`src/rtl/join_merge_arbiter.sv`:
```
// join_merge_arbiter
//   Merge point of the JOIN ring. Two sources compete for the single pipeline
//   entry. Source 0 is the external packet stream and source 1 is the
//   recirculated stream from the branch stage. The block presents one
//   registered packet per grant to the M stage.
//
//   The number of packets circulating in the ring is capped at RING_CAP.
//   Externals are the only way in, so recirculated traffic always finds room
//   and cannot deadlock. Internal traffic normally wins the entry. After
//   STARVE_LIMIT consecutive internal grants against a waiting, admissible
//   external packet, the external packet is forced through.
//
// Ports
//   CP, MR                  clock / async active-high reset
//   ex_send/ex_packet/ex_ack   external source handshake (ack = 1-cycle pulse)
//   in_send/in_packet/in_ack   internal source handshake (ack = 1-cycle pulse)
//   ring_exit               1-cycle pulse, one packet left the ring
//   out_send/out_packet/out_ack  registered output to the M stage
//   inflight, ring_full     registered ring occupancy
//   grant_int               source of the current/last capture (1 = internal)
//   cnt_err                 sticky: ring_exit seen while the ring was empty

// Per-source handshake slice.
// - The ack register pulses for the cycle after a grant.
// - While the ack is high the source is still showing the packet that was
//   just taken. That packet must not be taken twice, so eligibility waits for
//   the ack to drop.
module join_merge_arbiter_port (
  input  logic CP,
  input  logic MR,
  input  logic send,
  input  logic admit,     // extra admission gate (ring room for externals)
  input  logic grant,
  output logic eligible,
  output logic ack
);

  always_ff @(posedge CP or posedge MR) begin
    if (MR) ack <= 1'b0;
    else    ack <= grant;
  end

  assign eligible = send & ~ack & admit;

endmodule

module join_merge_arbiter #(
  parameter int PACKET_W     = 38,
  parameter int RING_CAP     = 8,
  parameter int STARVE_LIMIT = 4
) (
  input  logic                              CP,
  input  logic                              MR,
  input  logic                              ex_send,
  input  logic [PACKET_W-1:0]               ex_packet,
  output logic                              ex_ack,
  input  logic                              in_send,
  input  logic [PACKET_W-1:0]               in_packet,
  output logic                              in_ack,
  input  logic                              ring_exit,
  output logic                              out_send,
  output logic [PACKET_W-1:0]               out_packet,
  input  logic                              out_ack,
  output logic [$clog2(RING_CAP+1)-1:0]     inflight,
  output logic                              ring_full,
  output logic                              grant_int,
  output logic                              cnt_err
);

  localparam int NUM_SRC = 2;
  localparam int SRC_EXT = 0;
  localparam int SRC_INT = 1;
  localparam int CNT_W   = $clog2(RING_CAP + 1);
  localparam int STV_W   = $clog2(STARVE_LIMIT + 1);

  typedef enum logic {ST_EMPTY, ST_FULL} state_t;

  state_t state_q, state_d;

  logic [NUM_SRC-1:0]               src_send, src_admit, src_grant;
  logic [NUM_SRC-1:0]               src_elig, src_ack;
  logic [NUM_SRC-1:0][PACKET_W-1:0] src_packet;

  logic [CNT_W-1:0]    inflight_q, inflight_d;
  logic                ring_full_q, cnt_err_q, cnt_err_d;
  logic [STV_W-1:0]    starve_cnt;
  logic [PACKET_W-1:0] out_packet_q;
  logic                grant_int_q;

  logic starve_hit, pick_ext, cap_opp, capture;

  // Source slices
  assign src_send[SRC_EXT]   = ex_send;
  assign src_send[SRC_INT]   = in_send;
  assign src_packet[SRC_EXT] = ex_packet;
  assign src_packet[SRC_INT] = in_packet;
  // Only externals add to the ring, so only they are gated by occupancy.
  assign src_admit[SRC_EXT]  = (inflight_q < CNT_W'(RING_CAP));
  assign src_admit[SRC_INT]  = 1'b1;

  for (genvar g = 0; g < NUM_SRC; g++) begin : g_src
    join_merge_arbiter_port u_port (
      .CP       (CP),
      .MR       (MR),
      .send     (src_send[g]),
      .admit    (src_admit[g]),
      .grant    (src_grant[g]),
      .eligible (src_elig[g]),
      .ack      (src_ack[g])
    );
  end

  assign ex_ack = src_ack[SRC_EXT];
  assign in_ack = src_ack[SRC_INT];

  // Arbitration
  // A full output slot can be refilled on the same edge it drains, so
  // alternating sources sustain one packet per cycle.
  assign starve_hit = (starve_cnt == STV_W'(STARVE_LIMIT));
  assign pick_ext   = src_elig[SRC_EXT] & (~src_elig[SRC_INT] | starve_hit);
  assign cap_opp    = (state_q == ST_EMPTY) | out_ack;
  assign capture    = cap_opp & (|src_elig);

  assign src_grant[SRC_EXT] = capture & pick_ext;
  assign src_grant[SRC_INT] = capture & ~pick_ext & src_elig[SRC_INT];

  // Output FSM: state register
  always_ff @(posedge CP or posedge MR) begin
    if (MR) state_q <= ST_EMPTY;
    else    state_q <= state_d;
  end

  // Output FSM: next state
  always_comb begin
    state_d = state_q;
    case (state_q)
      ST_EMPTY: if (capture) state_d = ST_FULL;
      ST_FULL:  if (out_ack && !capture) state_d = ST_EMPTY;
      default:  state_d = ST_EMPTY;
    endcase
  end

  // Output FSM: outputs
  always_comb begin
    out_send = (state_q == ST_FULL);
  end

  // Output packet register. It holds its value across a drain, so it only
  // ever changes at a capture edge.
  always_ff @(posedge CP or posedge MR) begin
    if (MR) begin
      out_packet_q <= '0;
      grant_int_q  <= 1'b0;
    end else if (capture) begin
      out_packet_q <= pick_ext ? src_packet[SRC_EXT] : src_packet[SRC_INT];
      grant_int_q  <= ~pick_ext;
    end
  end

  assign out_packet = out_packet_q;
  assign grant_int  = grant_int_q;

  // Ring occupancy
  // An external capture and an exit on the same edge cancel. An exit from an
  // empty ring is a bookkeeping fault: flag it and keep the count at 0.
  always_comb begin
    inflight_d = inflight_q;
    cnt_err_d  = cnt_err_q;
    case ({src_grant[SRC_EXT], ring_exit})
      2'b10: inflight_d = inflight_q + CNT_W'(1);
      2'b01: begin
        if (inflight_q == '0) cnt_err_d  = 1'b1;
        else                  inflight_d = inflight_q - CNT_W'(1);
      end
      default: ;
    endcase
  end

  always_ff @(posedge CP or posedge MR) begin
    if (MR) begin
      inflight_q  <= '0;
      ring_full_q <= 1'b0;
      cnt_err_q   <= 1'b0;
    end else begin
      inflight_q  <= inflight_d;
      ring_full_q <= (inflight_d == CNT_W'(RING_CAP));
      cnt_err_q   <= cnt_err_d;
    end
  end

  assign inflight  = inflight_q;
  assign ring_full = ring_full_q;
  assign cnt_err   = cnt_err_q;

  // Starvation counter
  // The count only advances while an external packet is actually admissible.
  // A packet held back only by a full ring is not starving.
  always_ff @(posedge CP or posedge MR) begin
    if (MR)
      starve_cnt <= '0;
    else if (src_grant[SRC_EXT] || !src_elig[SRC_EXT])
      starve_cnt <= '0;
    else if (src_grant[SRC_INT] && !starve_hit)
      starve_cnt <= starve_cnt + STV_W'(1);
  end

endmodule

```
`config.mk`:
```
export PLATFORM = sky130hd
export DESIGN_NAME = join_merge_arbiter
export DESIGN_NICKNAME = d
export VERILOG_FILES = /design/src/rtl/join_merge_arbiter.sv
export SDC_FILE = /design/constraint.sdc
export NUM_CORES = 1
export LEC_CHECK = 0
export BUFFER_PORTS_ARGS = -buffer_cell sky130_fd_sc_hd__buf_2
export CAP_MARGIN = 25
export CORE_MARGIN = 5
export CORE_UTILIZATION = 47
export CTS_CLUSTER_DIAMETER = 60
export DETAILED_ROUTE_END_ITERATION = 10
export GPL_ROUTABILITY_DRIVEN = 0
export GPL_TIMING_DRIVEN = 0
export PLACE_DENSITY = 0.82
export REMOVE_ABC_BUFFERS = 1
export SLEW_MARGIN = 40
export SYNTH_ARGS = -nofsm -noshare
export SYNTH_HDL_FRONTEND = slang
export SYNTH_SLANG_ARGS = --single-unit
```
`constraint.sdc`:
```
create_clock -name CP -period 4.8 [get_ports CP]
set_input_delay 0.96 -clock CP [delete_from_list [all_inputs] [get_ports CP]]
set_output_delay 0.96 -clock CP [all_outputs]
set_load 0.02 [all_outputs]
```
==> impl_metrics.py <==
metrics = {
    "route": {
        "viasPerCell": 5.45,
        "vias": 2175,
        "firstDrtPassIters": 6,
        "drc": 0,
        "routed_wl_um": 6330,
        "drt_iter0_drc": 172,
        "ant_nets": 0,
        "wl_per_cell_um": 15.9,
    },
    "power_and_ir_drop": {
        "peakVddDrop_mv": 0.294,
        "p_clk_share_pct": 18.4,
        "switching_share_pct": 39.1,
        "power_leakage_nw": 1.81,
        "p_comb_share_pct": 41.7,
        "finalPower_mw": 1.64,
        "p_sw_uw": 644,
        "p_int_mw": 1.00,
        "pwr-share-seq_pct": 39.9,
        "p_per_area_nw_per_um2": 513,
    },
    "place": {
        "port_buffers": 129,
        "dp_hpwl_um": 4890,
        "place_area_um2": 3090,
        "post-place-cells": 391,
    },
    "grt": {
        "grt_pass1_wl_um": 10100,
        "antenna_found_initial": 0,
        "grt_max_degree": 28,
        "grt_usage_pct": 20.3,
        "grt_pass1_vias": 2152,
        "grt-ovfl-total": 0,
    },
    "logic_synthesis": {
        "ys_ff_latch": 51,
        "synth_cell_types": 34,
        "syn_area_per_cell_um2": 11.6,
        "ys_top_cells_by_area": "dfrtp_1 55%, a222oi_1 16%, inv_1 7.4%",
        "syn_inst": 201,
        "synth_top_area_share_pct": 54.7,
        "synthesis.area_um2": 2330,
        "synthFlopType": "dfrtp_1",
        "synth-async-reset-ratio_pct": 100,
        "synth_top_cell_by_area": "dfrtp_1",
        "synth_edf_count": 0,
        "synth_warnings": 0,
        "yosysSeqAreaShare_pct": 54.7,
    },
    "cts": {
        "cts_setup_buffers": 0,
        "clockRootBuffer": "clkbuf_8",
        "clkLatencyLatePin_ns": 0.30,
        "ctsResizeCount": 0,
        "clkTransAtPathRegs_ns": 0.08,
        "cts_buffers": 5,
        "ctsHtreeMaxLevel": 2,
        "cts_max_path_buffers": 2,
        "cts_tree": "built",
        "cts_sinks": 51,
        "ctsHoldBuffers": 0,
    },
    "floorplanning": {
        "fp.coreArea_um2": 4790,
        "fp.dieH_um": 80.5,
        "die_area_um2": 6480,
        "ios": 130,
        "die_w_um": 80.5,
        "floorplan.initialDensity_pct": 48.8,
        "num_rows": 25,
    },
    "worst_hold_path": {
        "min_path_type": "register to register",
    },
    "sta": {
        "finalHoldViolCount": 0,
        "fin_skew_ns": 0.00830,
        "finalCritPeriodShare_pct": 64.8,
        "rsz0062_at_grt": "false",
        "whs_ns": 0.487,
        "final_max_slew_viol_count": 0,
        "worst-slew-pin-transition_ns": 0.751,
        "relSlewSlack_pct": 49.8,
        "fin_tns_setup_ns": 0,
        "fmax_mhz": 321,
        "finalSetupViolCount": 0,
        "final.min_clock_period_ns": 3.11,
    },
    "critical_path": {
        "criticalPathCategory": "input port to register",
        "cp-start-kind": "input port",
        "cp-end-kind": "register",
        "arrival_ns": 3.31,
        "crit_fanout": 11,
        "critPathRequiredTime_ns": 5.00,
    },
    "finish": {
        "fin_area_um2": 3210,
        "fillers": 371,
        "final_common_cell": "buf_2",
        "nets": 419,
        "n_antenna_cell": 0,
        "layout.cells.non_filler": 399,
        "final_cell_mix": "129 x buf_2, 51 x dfrtp_1, 45 x inv_1",
        "syn2layout_area_growth_pct": 37.4,
        "drive_gt1_share_pct": 47.0,
    },
    "job": {
        "maxCapViolCount": 0,
    },
    "run_status": {
        "status": "complete, no violations",
    },
}
[power groups by stage]
stage / sequential (mW) / clock, mW / combinational, mW
after CTS: 0.655 / 0.311 / 0.692
after floorplan: 0.810 / 0 / 0.261
after global routing: 0.675 / 0.327 / 0.745
after detailed placement: 0.655 / 0 / 0.693
final: 0.656 / 0.303 / 0.685
after global placement: 0.655 / 0 / 0.651
[registers in the layout, indices dropped and copies added (netlist names)]
signal            count
cnt_err               1
g_src.u_port.ack      2
grant_int             1
inflight              4
out_packet           38
out_send              1
ring_full             1
starve_cnt            3
[metal layers]
layer	global-route usage [%]	vias to the layer above	wire, um
met5	0	-	0
met4	6.59	0	82
met3	6.61	8	601
met2	33.2	120	3100
met1	25.4	1043	2550
li1	-	1004	-
[synthesized netlist by cell type, types with 2 or more instances]
| cell | count |
|---|---|
| nand2b_1 | 2 |
| o31ai_1 | 3 |
| inv_1 | 46 |
| a21oi_1 | 2 |
| nor2b_1 | 5 |
| o21ai_0 | 5 |
| a222oi_1 | 38 |
| buf_6 | 5 |
| nand2_1 | 3 |
| nor3_1 | 3 |
| dfrtp_1 | 51 |
| ha_1 | 6 |
| nor2_1 | 2 |
| nand3_1 | 2 |
| or3b_2 | 2 |
| buf_2 | 8 |
[logic make-up (layout without fill, tap and decap cells)]
group	Yosys count	count (layout)	share of synthesized area, %
adder cells (fa/ha/maj)	6	6	3.22
buffers and inverters	60	191	11.7
XOR/XNOR	1	1	0.375
AND/OR/NAND/NOR	26	26	7.13
AO/OA/AOI/OAI	55	55	22.0
flip-flops	51	51	54.7
multiplexers	2	2	0.911
[metrics by stage]
| stage | util (%) | setup slack, ns |
|---|---|---|
| finish | 67.0 | 1.69 |
| global route | 67.0 | 1.54 |
| CTS | 67.0 | 1.67 |
| detailed placement | 64.6 | 1.36 |
| global placement | 61.9 | -0.440 |
| floorplan | - | 1.00 |
[area by class of cell]
| class | instances | area [um^2] | area share [%] |
|---|---|---|---|
| repair buffers | 137 | 741 | 23.1 |
| multi-input cells | 90 | 815 | 25.4 |
| well taps | 67 | 83.8 | 2.61 |
| clock buffers | 6 | 82.6 | 2.57 |
| flip-flops and latches | 51 | 1280 | 39.8 |
| clock inverters | 2 | 35.0 | 1.09 |
| inverters | 46 | 175 | 5.46 |
[critical path, cell delays in order]
cell and delay, ns:
buf_2 0.08, or3b_4 0.42, a211oi_4 0.30, buf_4 0.24
ha_1 0.34, or3b_2 0.47, mux2i_1 0.13, a221o_1 0.15
nor4b_1 0.21
[worst paths after layout]
kind	end	startpoint	slack [ns]	depth (start not counted)
setup / recovery	ring_full	ex_send	1.69	9
hold / removal	cnt_err	cnt_err	0.49	1
setup reg to reg	ring_full	inflight[3]	1.89	8
hold reg to reg	cnt_err	cnt_err	0.49	1
max in group asynchronous	out_packet[31]	MR	3.75	3
min in group asynchronous	starve_cnt[0]	MR	0.63	2
Note: power is estimated with default switching activity, not from simulation.
